===== config.mk =====
export PLATFORM = sky130hd
export DESIGN_NAME = mem_access_unit_flat
export DESIGN_NICKNAME = d
export VERILOG_FILES = /design/src/rtl/mem_access_unit_pkg.sv /design/src/rtl/mem_access_unit_if.sv /design/src/rtl/mem_access_unit_sat_counter.sv /design/src/rtl/mem_access_unit.sv /design/src/flat_wrapper.sv
export SDC_FILE = /design/constraint.sdc
export NUM_CORES = 1
export LEC_CHECK = 0
export ABC_CLOCK_PERIOD_IN_PS = 5000
export CORE_AREA = 2 2 96 98
export DETAILED_ROUTE_END_ITERATION = 12
export DIE_AREA = 0 0 98 100
export GPL_TIMING_DRIVEN = 0
export PLACE_DENSITY_LB_ADDON = 0.12
export SYNTH_ARGS = -nofsm -noshare
export SYNTH_HDL_FRONTEND = slang
export SYNTH_SLANG_ARGS = --single-unit

===== constraint.sdc =====
create_clock -name clk -period 5 [get_ports clk]
set_input_delay 0.75 -clock clk [delete_from_list [all_inputs] [get_ports clk]]
set_output_delay 0.75 -clock clk [all_outputs]
set_load 0.05 [all_outputs]

===== src/rtl/mem_access_unit_pkg.sv =====
// Shared definitions for the data-memory requester: widths, opcodes, FSM states.
// Latency: n/a (definitions only).
// Backpressure: n/a.
package mem_defs;

  localparam int OP_W   = 4;
  localparam int ADDR_W = 8;
  localparam int DATA_W = 8;
  localparam int REG_W  = 10;
  localparam int TAG_W  = 3;
  localparam int CNT_W  = 16;

  localparam logic [OP_W-1:0] OP_LOAD  = 4'b1101;
  localparam logic [OP_W-1:0] OP_STORE = 4'b1110;
  localparam logic [OP_W-1:0] OP_NOP   = 4'b0000;

  typedef enum logic [1:0] {
    IDLE  = 2'd0,
    ISSUE = 2'd1,
    RESP  = 2'd2
  } state_t;

  // Only loads and stores are ever forwarded to the memory.
  function automatic logic is_mem_op(input logic [OP_W-1:0] op);
    return (op == OP_LOAD) || (op == OP_STORE);
  endfunction

endpackage


===== src/rtl/mem_access_unit_if.sv =====
// Request, memory and response bundle between execute, the unit, memory and writeback.
// Latency: n/a (wires only).
// Backpressure: req_valid/req_ready on the request side, resp_valid/resp_ready on the result side.
interface mem_access_unit_if;
  import mem_defs::*;

  logic              req_valid;
  logic              req_ready;
  logic [OP_W-1:0]   req_op;
  logic [ADDR_W-1:0] req_addr;
  logic [REG_W-1:0]  req_ra;
  logic [TAG_W-1:0]  req_tag;

  logic [OP_W-1:0]   mem_op;
  logic [ADDR_W-1:0] mem_addr;
  logic [REG_W-1:0]  mem_ra;
  logic [DATA_W-1:0] mem_rdata;

  logic              resp_valid;
  logic              resp_ready;
  logic [DATA_W-1:0] resp_data;
  logic [TAG_W-1:0]  resp_tag;

  // The access unit side.
  modport slave (
    input  req_valid, req_op, req_addr, req_ra, req_tag, mem_rdata, resp_ready,
    output req_ready, mem_op, mem_addr, mem_ra, resp_valid, resp_data, resp_tag
  );

  // The environment side: execute stage, data memory and writeback together.
  modport master (
    output req_valid, req_op, req_addr, req_ra, req_tag, mem_rdata, resp_ready,
    input  req_ready, mem_op, mem_addr, mem_ra, resp_valid, resp_data, resp_tag
  );

endinterface


===== src/rtl/mem_access_unit_sat_counter.sv =====
// Saturating event counter: counts inc pulses, sticks at all-ones.
// Latency: count updates on the rising edge after inc.
// Backpressure: none; inc at saturation is silently dropped.
module sat_counter #(
  parameter int CNT_W = 16
) (
  input  logic             clk,
  input  logic             rst_n,
  input  logic             inc,
  output logic [CNT_W-1:0] count
);

  logic [CNT_W-1:0] cnt_q;

  // Count up on inc unless already at the maximum value.
  always_ff @(posedge clk) begin
    if (!rst_n) begin
      cnt_q <= '0;
    end else if (inc && (cnt_q != {CNT_W{1'b1}})) begin
      cnt_q <= cnt_q + 1'b1;
    end
  end

  assign count = cnt_q;

endmodule


===== src/rtl/mem_access_unit.sv =====
// Requester side of the data memory: issues loads/stores, returns load bytes with a tag.
// Latency: accept edge plus one ISSUE cycle; load result valid on the edge after accept.
// Backpressure: req_ready only in IDLE; a result is held in RESP until resp_ready.
module mem_access_unit
  import mem_defs::*;
(
  input  logic             clk,
  input  logic             rst_n,
  mem_access_unit_if.slave bus,
  output logic [CNT_W-1:0] load_cnt,
  output logic [CNT_W-1:0] store_cnt
);

  state_t            state_q, state_d;
  logic [OP_W-1:0]   mem_op_q, mem_op_d;
  logic [ADDR_W-1:0] mem_addr_q, mem_addr_d;
  logic [REG_W-1:0]  mem_ra_q, mem_ra_d;
  logic              resp_valid_q, resp_valid_d;
  logic [DATA_W-1:0] resp_data_q, resp_data_d;
  logic [TAG_W-1:0]  resp_tag_q, resp_tag_d;
  logic              load_inc;
  logic              store_inc;

  // Next-state and next-register values; every target defaults to hold.
  always_comb begin
    state_d      = state_q;
    mem_op_d     = mem_op_q;
    mem_addr_d   = mem_addr_q;
    mem_ra_d     = mem_ra_q;
    resp_valid_d = resp_valid_q;
    resp_data_d  = resp_data_q;
    resp_tag_d   = resp_tag_q;
    load_inc     = 1'b0;
    store_inc    = 1'b0;

    case (state_q)
      IDLE: begin
        if (bus.req_valid) begin
          // Unknown opcodes never reach the memory; mem_op stays NOP so
          // nothing is written, and ISSUE treats them as pass-through.
          mem_op_d   = is_mem_op(bus.req_op) ? bus.req_op : OP_NOP;
          mem_addr_d = bus.req_addr;
          mem_ra_d   = bus.req_ra;
          resp_tag_d = bus.req_tag;
          state_d    = ISSUE;
        end
      end

      ISSUE: begin
        // mem_* were stable all cycle, so the memory's falling-edge write has landed.
        mem_op_d = OP_NOP;
        if (mem_op_q == OP_STORE) begin
          store_inc = 1'b1;
          state_d   = IDLE;
        end else if (mem_op_q == OP_LOAD) begin
          resp_data_d  = bus.mem_rdata;
          resp_valid_d = 1'b1;
          load_inc     = 1'b1;
          state_d      = RESP;
        end else begin
          // Pass-through of the captured address for non-memory opcodes.
          resp_data_d  = DATA_W'(mem_addr_q);
          resp_valid_d = 1'b1;
          state_d      = RESP;
        end
      end

      RESP: begin
        if (bus.resp_ready) begin
          resp_valid_d = 1'b0;
          state_d      = IDLE;
        end
      end

      default: begin
        state_d = IDLE;
      end
    endcase
  end

  // State and datapath registers with synchronous active-low reset.
  always_ff @(posedge clk) begin
    if (!rst_n) begin
      state_q      <= IDLE;
      mem_op_q     <= OP_NOP;
      mem_addr_q   <= '0;
      mem_ra_q     <= '0;
      resp_valid_q <= 1'b0;
      resp_data_q  <= '0;
      resp_tag_q   <= '0;
    end else begin
      state_q      <= state_d;
      mem_op_q     <= mem_op_d;
      mem_addr_q   <= mem_addr_d;
      mem_ra_q     <= mem_ra_d;
      resp_valid_q <= resp_valid_d;
      resp_data_q  <= resp_data_d;
      resp_tag_q   <= resp_tag_d;
    end
  end

  sat_counter #(.CNT_W(CNT_W)) u_load_cnt (
    .clk   (clk),
    .rst_n (rst_n),
    .inc   (load_inc),
    .count (load_cnt)
  );

  sat_counter #(.CNT_W(CNT_W)) u_store_cnt (
    .clk   (clk),
    .rst_n (rst_n),
    .inc   (store_inc),
    .count (store_cnt)
  );

  assign bus.req_ready  = (state_q == IDLE);
  assign bus.mem_op     = mem_op_q;
  assign bus.mem_addr   = mem_addr_q;
  assign bus.mem_ra     = mem_ra_q;
  assign bus.resp_valid = resp_valid_q;
  assign bus.resp_data  = resp_data_q;
  assign bus.resp_tag   = resp_tag_q;

endmodule


===== src/flat_wrapper.sv =====
// flat-port wrapper written by rule: the top's interface ports become plain ports
module mem_access_unit_flat import mem_defs::*;
  (clk, rst_n, load_cnt, store_cnt, bus_req_valid, bus_req_op, bus_req_addr, bus_req_ra, bus_req_tag, bus_mem_rdata, bus_resp_ready, bus_req_ready, bus_mem_op, bus_mem_addr, bus_mem_ra, bus_resp_valid, bus_resp_data, bus_resp_tag);
  mem_access_unit_if bus_i ();
  input  logic clk;
  input  logic rst_n;
  output logic [CNT_W-1:0] load_cnt;
  output logic [CNT_W-1:0] store_cnt;
  input wire logic [$bits(bus_i.req_valid)-1:0] bus_req_valid;
  input wire logic [$bits(bus_i.req_op)-1:0] bus_req_op;
  input wire logic [$bits(bus_i.req_addr)-1:0] bus_req_addr;
  input wire logic [$bits(bus_i.req_ra)-1:0] bus_req_ra;
  input wire logic [$bits(bus_i.req_tag)-1:0] bus_req_tag;
  input wire logic [$bits(bus_i.mem_rdata)-1:0] bus_mem_rdata;
  input wire logic [$bits(bus_i.resp_ready)-1:0] bus_resp_ready;
  output wire logic [$bits(bus_i.req_ready)-1:0] bus_req_ready;
  output wire logic [$bits(bus_i.mem_op)-1:0] bus_mem_op;
  output wire logic [$bits(bus_i.mem_addr)-1:0] bus_mem_addr;
  output wire logic [$bits(bus_i.mem_ra)-1:0] bus_mem_ra;
  output wire logic [$bits(bus_i.resp_valid)-1:0] bus_resp_valid;
  output wire logic [$bits(bus_i.resp_data)-1:0] bus_resp_data;
  output wire logic [$bits(bus_i.resp_tag)-1:0] bus_resp_tag;
  assign bus_i.req_valid = bus_req_valid;
  assign bus_i.req_op = bus_req_op;
  assign bus_i.req_addr = bus_req_addr;
  assign bus_i.req_ra = bus_req_ra;
  assign bus_i.req_tag = bus_req_tag;
  assign bus_i.mem_rdata = bus_mem_rdata;
  assign bus_i.resp_ready = bus_resp_ready;
  assign bus_req_ready = bus_i.req_ready;
  assign bus_mem_op = bus_i.mem_op;
  assign bus_mem_addr = bus_i.mem_addr;
  assign bus_mem_ra = bus_i.mem_ra;
  assign bus_resp_valid = bus_i.resp_valid;
  assign bus_resp_data = bus_i.resp_data;
  assign bus_resp_tag = bus_i.resp_tag;
  mem_access_unit u_core (.clk(clk), .rst_n(rst_n), .bus(bus_i), .load_cnt(load_cnt), .store_cnt(store_cnt));
endmodule

Yosys cells after proc, flatten, opt, wreduce, memory -nomap -nowiden --
Cells that the tools add are included.
Operators by class: multiplexer cells 16, add/sub/neg operators 2, reductions and logical operators 11, bitwise gates (word level) 1, equality and inequality tests 11
Operators with widths (number):
- 16-bit by 1-bit adder with 16-bit output (second input constant) | 2
- 16-bit != test (second input constant) | 2
- 4-bit equality test (second input constant) | 4
- 4-bit 2-to-1 mux | 2
- 8-bit 2-to-1 mux | 1
- 4-bit one-hot mux with 2 select lines | 1
- 2-bit AND reduction | 4
- 1-bit 2-to-1 mux | 7
- 2-bit 2-to-1 mux | 3
- 2-bit != test (second input constant) | 3
- 2-bit one-hot mux with 3 select lines | 1
- 2-bit nonzero test | 2
- 3-bit AND reduction | 1
- 2-bit by 1-bit equality test with 1-bit output (second input constant) | 1
- 2-bit equality test (second input constant) | 1
- 1-bit logical AND | 2
- 2-bit logical NOT | 1
- 1-bit one-hot mux with 2 select lines | 1
- 1-bit logical OR | 1
- 1-bit inverter | 1
Storage, ports and cells: output and inout bits 67, flip-flop bits (word level) 68, logic and storage cells 50, input bits 37

Longest topological paths before layout --
Gate-level depths: netlist of the first run.
depth in word-level cells 5, gate-level depth with buffers 6, depth with buffers taken out 5

Modules after synthesis --
Synthesis of the first run repeated with hierarchy kept, for this count alone.
Second synthesis, totals: cells, all modules 367, area total of the unflattened synthesis 3159.3 um2
By module, submodules not included:
- sat_counter | cells an instance 97, area an instance 837.1 um2, times used 2, sequential area each 320.3 um2
- mem_access_unit | cells an instance 173, area an instance 1485.2 um2, times used 1, sequential area each 720.7 um2

Least setup slack after synthesis of the first run --
Ideal clock, no wire load.
path type register to register, start point register u_core.u_load_cnt.cnt_q[0] (netlist: u_core.u_load_cnt.count[0]), end point register u_core.u_load_cnt.cnt_q[6] (netlist: u_core.u_load_cnt.count[6]), path slack 2.738 ns, path buffers 1, clock period less this slack 2.262 ns, required time 4.930 ns, library setup time 0.070 ns, cell stages (with the launch flop) 7, arrival 2.192 ns, cell sequence dfxtp_1 > ha_1 > nand3_1 > or3_1 > buf_2 > or4_1 > a21oi_1
Between the ends: word-level cells in the longest chain between the ends 2, elaborated cells between the ends (all ways) 3, those cells by class add/sub (1); eq/ne (1); reduce/logical (1)
Ends and longest elaborated chain:
- start, declared | line mem_access_unit_sat_counter.sv:13 | logic [CNT_W-1:0] cnt_q;
- start signal, assigned | line mem_access_unit_sat_counter.sv:20 | cnt_q <= cnt_q + 1'b1;
- parallel branches: the longest is 2 deep, another holds 16-bit by 1-bit adder with 16-bit output
Parallel ways; which one is timed is not known. A chain may end at the register's enable or synchronous reset.

Final worst setup path of the first run --
start point register u_core.state_q[1], end point output bus_req_ready
Between the ends: word-level cells in the longest chain between the ends 1
Ends and longest elaborated chain:
- start, declared | line mem_access_unit.sv:14 | state_t state_q, state_d;
- start signal, assigned | line mem_access_unit.sv:92 | state_q <= state_d;
- 2-bit logical NOT | line mem_access_unit.sv:116 | assign bus.req_ready = (state_q == IDLE);
- end, declared | line flat_wrapper.sv:16 | output wire logic [$bits(bus_i.req_ready)-1:0] bus_req_ready;
Every way passes these cells.

==> impl_metrics.json, run 1 <==
{
  "status": "finished, final reports clean",
  "placed_cell_area_mm2": 0.00417,
  "post_cts_buffers": 0,
  "num_io_pins": 104,
  "ys_warn_count": 0,
  "vdd_drop_max_v": 0.000158,
  "cts-root-buf": "clkbuf_8",
  "die-height_um": 100,
  "start_util_pct": 33.7,
  "layout-drive-gt1-share_pct": 5.02,
  "end_kind": "output pin",
  "antenna_found_initial": 0,
  "synth.area.top_cells": "dfxtp_1, nand2_1, a21oi_1, o31ai_1, or4_1",
  "crit_type": "reg -> out",
  "grt_max_degree": 13,
  "synth_area_mm2": 0.00300,
  "seq_area_frac_synth_pct": 45.4,
  "synthAdderAreaFrac_pct": 0.835,
  "yosysMostFrequentCell": "nand2_1",
  "tns_ps": 0,
  "timing.final.crit_share_pct": 49.0,
  "required_ps": 4250,
  "holdPathStages": 2,
  "slew-limit-headroom_pct": 41.5,
  "die_area_mm2": 0.00980,
  "syn_nets": 398,
  "fillers": 870,
  "synth_seq_cells": 68,
  "cellPowerDensity_mw_per_mm2": 289,
  "avgSynthCellArea_um2": 8.35,
  "grt_pass1_vias": 2928,
  "timing.fmax_mhz": 408,
  "hp-start": "u_core.bus.resp_tag[0]$_SDFFE_PN0P_",
  "rr_startpoint": "u_core.u_load_cnt.count[5]$_SDFFE_PN0P_",
  "synth.area.mux_share_pct": 1.34,
  "stdcell_area_mm2": 0.00439,
  "p_leak_nw": 1.50,
  "grt_pass1_wl_mm": 14.3,
  "r2r_end": "u_core.u_load_cnt.count[2]$_SDFFE_PN0P_",
  "synthSimpleGateAreaFrac_pct": 30.7,
  "arrival_ps": 1700,
  "synth-xor-area-share_pct": 0.292,
  "hold_class": "reg -> reg",
  "clk-insertion-delay-late_ps": 350,
  "h-tree-depth": 3,
  "core_mm2": 0.00889,
  "skew_ps": 10.3,
  "vias": 3095,
  "numCtsBuffers": 9,
  "port_buffers": 103,
  "r2r_cells": 5,
  "cts_resized": 0,
  "gp_congestion": 0.857,
  "synth_compound_area_share_pct": 18.7,
  "clk_pin_slew_ps": 80,
  "dr.pass1.iters": 4,
  "synth_top_family_by_area": "simple AND/OR/NAND/NOR gates",
  "path_max_fanout": 7,
  "vias_per_cell": 5.25,
  "tightest_slew_ps": 870,
  "cap_violations": 0,
  "synth_cell_type_count": 42,
  "die_w_um": 98,
  "holdPathEnd": "u_core.bus.resp_tag[0]$_SDFFE_PN0P_",
  "cts_hold_buffers": 0,
  "yosys.area.top_type_share_pct": 45.4,
  "drc_errors": 0,
  "cts_tree": "yes",
  "hold_viol": 0,
  "synth_common_cells": "nand2_1, dfxtp_1, a21oi_1",
  "antenna_cells": 0,
  "r2r_setup_slack_ps": 2770,
  "wirelength_mm": 8.95,
  "grt.overflow.total": 0,
  "cts_max_path_buffers": 2,
  "drv_slew": 0,
  "fin_hold_ws_ps": 459,
  "cts.sinks": 68,
  "rsz0062_at_grt": "no",
  "yosysTopAreaCell": "dfxtp_1",
  "setup_violations": 0,
  "dr.first_iter.drc_count": 108,
  "setup.worst_path.start_class": "flip-flop",
  "synth_edf_count": 0,
  "rows": 35,
  "ys.flop_type": "dfxtp_1",
  "finalNetCount": 512,
  "wl_per_cell_um": 15.2,
  "dp_hpwl_mm": 6.48,
  "ant_nets": 0,
  "period_needed_ps": 2450,
  "async_flop_share_pct": 0,
  "grtUsageTotal_pct": 18.0,
  "synth_cells": 359,
  "areaGrowthSynthToFinish_pct": 46.5
}
## metal layers
layer / global-route usage [%] / vias to the layer above / part of all wire (%)
li1: - / 1556 / -
met1: 23.3 / 1448 / 45
met2: 28.5 / 83 / 47
met3: 5.50 / 8 / 6.5
met4: 6.20 / 0 / 0.98
met5: 0 / - / 0
## cells by family (layout without fill, tap and decap cells)
logic type / Yosys count / count (layout)
buffers and inverters: 21 / 140
xor gates and xnor gates: 1 / 1
adders and majority gates: 2 / 2
DFF: 68 / 68
and+or+nand+nor: 173 / 173
muxes: 4 / 4
AOI/OAI and AO/OA: 90 / 90
## power by group
group	total, mW	switching, mW	internal [mW]
clock	0.516	0.222	0.293
sequential	0.571	0.0124	0.559
combinational	0.184	0.114	0.0701
total	1.27	0.348	0.922
## critical path, cell delays in order, from the launching register on
cell,delay [ps]
dfxtp_1,360
nor2_1,160
clkdlybuf4s50_1,830
## per-stage QoR
| step | total power, mW | utilization, % | cells | setup WS [ps] |
|---|---|---|---|---|
| after floorplan | 0.688 | - | 359 | 2740 |
| after global placement | 0.767 | 46.9 | 573 | 2520 |
| after detailed placement | 0.768 | 46.9 | 573 | 2490 |
| after CTS | 1.28 | 49.4 | 589 | 2530 |
| after global routing | 1.32 | 49.4 | 589 | 2470 |
| final | 1.27 | 49.4 | 589 | 2550 |
## cell usage in the layout, fill, tap and decap left out, drive strengths merged, types with 2 or more instances in the layout
cell / instances
o31ai: 13
nand3: 6
mux2i: 4
nor4b: 2
nor4: 3
nand2b: 5
ha: 2
nand4b: 2
a22oi: 2
o21ai: 8
o211a: 2
and3: 4
buf: 4
dfxtp: 68
and4: 6
clkdlybuf4s50: 103
a21oi: 47
inv: 5
clkbuf: 22
and4b: 2
bufinv: 2
or3: 8
nor3b: 2
nor3: 6
a31oi: 2
a311oi: 10
clkinvlp: 3
nand4: 15
nor2: 20
nand2: 75
or4: 13
## registers in the layout, summed over array words and instances (netlist names)
register and count:
u_core.bus.mem_ra 10, u_core.state_q 2, u_core.u_store_cnt.count 16, u_core.bus.resp_tag 3
u_core.bus.resp_valid 1, u_core.bus.resp_data 8, u_core.bus.mem_addr 8, u_core.u_load_cnt.count 16
u_core.bus.mem_op 4
## area by class of cell
class                           instances  area, µm²  share of cell area [%]
Multi-Input combinational cell        270       1550                    35.3
Sequential cell                        68       1360                    31.0
Timing Repair Buffer                  103       1030                    23.5
Tap cell                              111        139                    3.16
Clock buffer                           10        138                    3.13
Clock inverter                          6       87.6                    1.99
Buffer                                 16       65.1                    1.48
Inverter                                5       18.8                   0.427
## how the worst max path moves through the flow
stage                                                        from                                      end  slack, ps  depth (start not counted)
after global placement                              bus_req_valid      u_core.bus.mem_addr[7]$_SDFFE_PN0P_       2520                          5
final                              u_core.state_q[1]$_SDFFE_PN0P_                            bus_req_ready       2550                          2
after detailed placement                            bus_req_valid      u_core.bus.resp_tag[1]$_SDFFE_PN0P_       2490                          5
after floorplan           u_core.u_load_cnt.count[0]$_SDFFE_PN0P_  u_core.u_load_cnt.count[6]$_SDFFE_PN0P_       2740                          6
after global routing            u_core.bus.mem_op[2]$_SDFFE_PN0P_                            bus_mem_op[2]       2470                          1
after CTS                       u_core.bus.mem_op[2]$_SDFFE_PN0P_                            bus_mem_op[2]       2530                          1
Note: power is estimated with default switching activity, not from simulation.
==> inputs of run 2 (changes only) <==
--- a/config.mk
+++ b/config.mk
@@ -5,7 +5,7 @@
 export SDC_FILE = /design/constraint.sdc
 export NUM_CORES = 1
 export LEC_CHECK = 0
-export ABC_CLOCK_PERIOD_IN_PS = 5000
+export ABC_CLOCK_PERIOD_IN_PS = 2200
 export CORE_AREA = 2 2 96 98
 export DETAILED_ROUTE_END_ITERATION = 12
 export DIE_AREA = 0 0 98 100
==> constraint.sdc (replaced) <==
create_clock -name clk -period 2.2 [get_ports clk]
set_input_delay 0.33 -clock clk [delete_from_list [all_inputs] [get_ports clk]]
set_output_delay 0.33 -clock clk [all_outputs]
set_load 0.05 [all_outputs]
==> impl_metrics.json, run 2 (synthesis gave the netlist of run 1 again) <==
{
  "status": "finished, final reports clean",
  "clkPwrFrac_pct": 41.4,
  "port_buffers": 103,
  "final_common_cell": "clkdlybuf4s50_1",
  "end_kind": "flip-flop",
  "period_needed_ps": 2030,
  "final_cells": 589,
  "setup.worst_path.start_class": "flip-flop",
  "cts_hold_buffers": 0,
  "cts_tree": "yes",
  "cts_max_path_buffers": 2,
  "fillers": 896,
  "grt_pass1_wl_mm": 14.3,
  "rsz0062_at_grt": "yes",
  "slew-limit-headroom_pct": 60.4,
  "hp-start": "u_core.bus.mem_ra[8]$_SDFFE_PN0P_",
  "skew_ps": 4.11,
  "dp.cells": 573,
  "start_util_pct": 33.7,
  "post_cts_buffers": 0,
  "grt_pass1_vias": 2923,
  "seqPwrFrac_pct": 44.3,
  "intPower_mw": 2.16,
  "final_cell_mix": "clkdlybuf4s50_1, nand2_1, dfxtp_1, a21oi_1, nor2_1",
  "wl_per_cell_um": 15.0,
  "rr_startpoint": "u_core.u_load_cnt.count[4]$_SDFFE_PN0P_",
  "regArea_mm2": 0.00136,
  "crit_type": "reg -> reg",
  "drc_errors": 0,
  "arrival_ps": 2290,
  "combPwrFrac_pct": 14.3,
  "timing.final.crit_share_pct": 92.5,
  "power.switching_mw": 0.767,
  "clk_pin_slew_ps": 70,
  "grt_max_degree": 12,
  "cts-root-buf": "clkbuf_8",
  "dr.pass1.iters": 4,
  "total_power_mw": 2.93,
  "drv_slew": 0,
  "grt.overflow.total": 0,
  "tightest_slew_ps": 594,
  "cellPowerDensity_mw_per_mm2": 663,
  "antenna_cells": 0,
  "setup_violations": 0,
  "gp_congestion": 0.816,
  "areaGrowthSynthToFinish_pct": 47.4,
  "multi_input_area_mm2": 0.00157,
  "num_io_pins": 104,
  "p_leak_nw": 1.51,
  "power.share.switching_pct": 26.2,
  "die_w_um": 98,
  "dr.first_iter.drc_count": 140,
  "vdd_drop_max_v": 0.000458,
  "layout-drive-gt1-share_pct": 5.65,
  "rows": 35,
  "wirelength_mm": 8.83,
  "hold_viol": 0,
  "finalNetCount": 512,
  "vias": 3129,
  "core_mm2": 0.00889,
  "h-tree-depth": 3,
  "timing.fmax_mhz": 492,
  "critPathLaunch": "u_core.u_load_cnt.count[4]$_SDFFE_PN0P_",
  "vias_per_cell": 5.31,
  "die-height_um": 100,
  "hold_class": "reg -> reg",
  "clk-insertion-delay-late_ps": 340,
  "cap_violations": 0,
  "antenna_found_initial": 0,
  "required_ps": 2450,
  "cts.sinks": 68,
  "dp_hpwl_mm": 6.45,
  "grtUsageTotal_pct": 18.0,
  "path_max_fanout": 10,
  "die_area_mm2": 0.00980,
  "ant_nets": 0,
  "numCtsBuffers": 9
}
run 2: cell count changes in the layout (fill, tap and decap cells not counted), sizes merged:
cell and change:
clkinv -1, clkbuf +3, clkinvlp -2
run 2: layout make-up:
type,instances,share of cell area (%)
flip-flops and latches,68,30.9
clock buffers,13,3.82
inverters,5,0.425
multi-input cells,270,35.4
clock inverters,3,1.53
well taps,111,3.14
plain buffers,16,1.47
repair buffers,103,23.3
run 2: final timing paths:
check                                                  to  slack [ps]  depth (start not counted)
setup / recovery  u_core.u_load_cnt.count[2]$_SDFFE_PN0P_         170                          5
hold / removal          u_core.bus.mem_ra[8]$_SDFFE_PN0P_         460                          2
setup reg to reg  u_core.u_load_cnt.count[2]$_SDFFE_PN0P_         170                          5
hold reg to reg         u_core.bus.mem_ra[8]$_SDFFE_PN0P_         460                          2
run 2: per-layer routing:
| metal | wire (µm) | vias up | GRT usage [%] |
|---|---|---|---|
| li1 | - | 1568 | - |
| met1 | 3980 | 1469 | 22.6 |
| met3 | 719 | 9 | 7.45 |
| met5 | 0 | - | 0 |
| met4 | 121 | 0 | 6.52 |
| met2 | 4010 | 83 | 28.1 |
run 2: worst max-delay path, cell delays in order, from the launching register on:
cell,delay (ps)
dfxtp_1,430
nand4_1,370
nor4_4,510
buf_2,310
nor2_1,60
a311oi_1,260
run 2: power groups by stage:
stage / Sequential (mW) / Clock, mW / Combinational (mW)
global placement: 1.33 / 0 / 0.419
floorplan: 1.45 / 0 / 0.108
global route: 1.30 / 1.30 / 0.446
CTS: 1.30 / 1.24 / 0.421
detailed placement: 1.33 / 0 / 0.420
finish: 1.30 / 1.21 / 0.418
run 2: per-stage QoR:
step | hold slack (ps) | setup WS [ps] | area, µm² | utilization, % | setup TNS [ps]
floorplan | 466 | 46.9 | 3000 | - | 0
global placement | 440 | 68.0 | 4170 | 46.9 | 0
detailed placement | 451 | 91.9 | 4170 | 46.9 | 0
CTS | 461 | 73.5 | 4410 | 49.6 | 0
global route | 477 | -42.6 | 4420 | 49.7 | -42.6
finish | 456 | 166 | 4420 | 49.7 | 0
run 2: repair_timing:
action,in CTS,in global routing
setup endpoints to repair,0,18
endpoints found under the hold margin,0,0
resized for setup,0,2
==> inputs of run 3 (changes only) <==
--- a/config.mk
+++ b/config.mk
@@ -5,7 +5,7 @@
 export SDC_FILE = /design/constraint.sdc
 export NUM_CORES = 1
 export LEC_CHECK = 0
-export ABC_CLOCK_PERIOD_IN_PS = 2200
+export ABC_CLOCK_PERIOD_IN_PS = 1650
 export CORE_AREA = 2 2 96 98
 export DETAILED_ROUTE_END_ITERATION = 12
 export DIE_AREA = 0 0 98 100
==> constraint.sdc (replaced) <==
create_clock -name clk -period 1.65 [get_ports clk]
set_input_delay 0.33 -clock clk [delete_from_list [all_inputs] [get_ports clk]]
set_output_delay 0.33 -clock clk [all_outputs]
set_load 0.05 [all_outputs]
==> impl_metrics.json, run 3 (synthesis gave the netlist of run 1 again) <==
{
  "status": "finished with violations",
  "violations": "setup timing",
  "die_w_um": 98,
  "multi_input_area_mm2": 0.00178,
  "stdcell_area_mm2": 0.00497,
  "fin_util_pct": 55.9,
  "rsz0062_at_grt": "yes",
  "slowest_stage": "or4b_4",
  "start_util_pct": 33.7,
  "final_cells": 631,
  "die-height_um": 100,
  "cpLargestDelayFamily": "simple AND/OR/NAND/NOR gates",
  "crit_type": "reg -> reg",
  "grt_pass1_vias": 3144,
  "core_mm2": 0.00889,
  "areaGrowthSynthToFinish_pct": 65.7,
  "grt_max_degree": 12,
  "total_power_mw": 3.50,
  "critPathLaunch": "u_core.u_load_cnt.count[0]$_SDFFE_PN0P_",
  "fillers": 836,
  "cts_hold_buffers": 0,
  "layout-drive-gt1-share_pct": 26.7,
  "p_leak_nw": 2.06,
  "required_ps": 1910,
  "cts-root-buf": "clkbuf_8",
  "dr.first_iter.drc_count": 141,
  "dp.cells": 573,
  "cp_num_buf_inv": 1,
  "rr_startpoint": "u_core.u_load_cnt.count[0]$_SDFFE_PN0P_",
  "dr.pass1.iters": 4,
  "vdd_drop_max_v": 0.000404,
  "slew-limit-headroom_pct": 59.7,
  "drc_errors": 0,
  "tightest_slew_ps": 605,
  "finalNetCount": 554,
  "holdPathStages": 2,
  "num_io_pins": 104,
  "cellPowerDensity_mw_per_mm2": 706,
  "numCtsBuffers": 9,
  "cp_num_cells": 6,
  "ant_nets": 0,
  "regArea_mm2": 0.00148,
  "rows": 35,
  "wl_per_cell_um": 15.7,
  "h-tree-depth": 3,
  "path_cells": "ha_4, nand3_4, or3_4, buf_6, or4b_4, a21oi_2",
  "die_area_mm2": 0.00980,
  "port_buffers": 103,
  "hold_class": "reg -> reg",
  "cap_violations": 0,
  "timing.fmax_mhz": 571,
  "final_common_cell": "nand2_1",
  "r2r_cells": 6,
  "vias_per_cell": 5.27,
  "vias": 3325,
  "critical-path-max-stage-delay_ps": 470,
  "wirelength_mm": 9.88,
  "clk_pin_slew_ps": 80,
  "antenna_found_initial": 0,
  "final_cell_mix": "nand2_1, dlygate4sd2_1, a21oi_1, clkdlybuf4s50_1, buf_4",
  "path_max_fanout": 5,
  "grt_pass1_wl_mm": 15.2,
  "cts.sinks": 68,
  "end_kind": "flip-flop",
  "fin_hold_ws_ps": 454,
  "endpoint": "u_core.u_load_cnt.count[10]$_SDFFE_PN0P_",
  "setup_ws_ps": -101,
  "grtUsageTotal_pct": 19.2,
  "period_needed_ps": 1750,
  "gp_congestion": 0.791,
  "placed_cell_area_mm2": 0.00438,
  "grt.overflow.total": 0,
  "r2r_setup_slack_ps": -100,
  "dp_hpwl_mm": 6.58,
  "hold_viol": 0,
  "cts_max_path_buffers": 2,
  "cts_tree": "yes",
  "skew_ps": 9.34,
  "clk-insertion-delay-late_ps": 340,
  "timing.final.crit_share_pct": 106,
  "drv_slew": 0,
  "r2r_end": "u_core.u_load_cnt.count[10]$_SDFFE_PN0P_",
  "setup_violations": 6,
  "antenna_cells": 0,
  "setup.worst_path.start_class": "flip-flop",
  "arrival_ps": 2020
}
-- run 3: power breakdown --
part           switching [mW]  leakage [nW]  internal (mW)
Sequential             0.0371         0.580           1.65
Clock                   0.633        0.0956          0.632
Combinational           0.356          1.38          0.195
-- run 3: metal layers --
layer  share of wire, %  GRT usage (%)
met1                 44           24.2
met2                 48           30.5
met3                7.0           5.85
met4                1.2           8.01
met5                  0              0
-- run 3: how the worst min path moves through the flow --
stage / start / to / slack [ps]
after floorplan: bus_req_ra[1] / u_core.bus.mem_ra[1]$_SDFFE_PN0P_ / 470
after global placement: u_core.bus.mem_ra[8]$_SDFFE_PN0P_ / u_core.bus.mem_ra[8]$_SDFFE_PN0P_ / 440
after detailed placement: u_core.bus.mem_ra[6]$_SDFFE_PN0P_ / u_core.bus.mem_ra[6]$_SDFFE_PN0P_ / 450
after CTS: u_core.bus.mem_ra[8]$_SDFFE_PN0P_ / u_core.bus.mem_ra[8]$_SDFFE_PN0P_ / 450
after global routing: u_core.bus.mem_ra[6]$_SDFFE_PN0P_ / u_core.bus.mem_ra[6]$_SDFFE_PN0P_ / 470
final: u_core.bus.mem_ra[8]$_SDFFE_PN0P_ / u_core.bus.mem_ra[8]$_SDFFE_PN0P_ / 450
-- run 3: cell type report --
cell class / count / share of cell area (%)
tap: 111 / 2.80
sequential: 68 / 29.8
timing repair buffer: 145 / 25.8
clock inverter: 4 / 0.428
buffer: 16 / 1.86
multi-input combinational: 270 / 35.8
clock buffer: 12 / 3.15
inverter: 5 / 0.378
-- run 3: worst reg2reg max path, stage by stage, from the launching register on --
cell and delay, ps:
dfxtp_4 380, ha_4 150, nand3_4 80, or3_4 350, buf_6 140, or4b_4 470, a21oi_2 120
-- run 3: through the flow --
stage	worst slack (ps)	TNS [ps]
floorplan	-194	-589
finish	-101	-219
detailed placement	-451	-15290
CTS	-151	-324
global placement	-406	-13300
global route	-176	-1310
-- run 3: repair_timing --
action                                  CTS  global route
gates cloned                              1             2
pin swaps                                12            22
buffers inserted                         17            22
resized for setup                        85            45
endpoints found under the setup margin  119            58
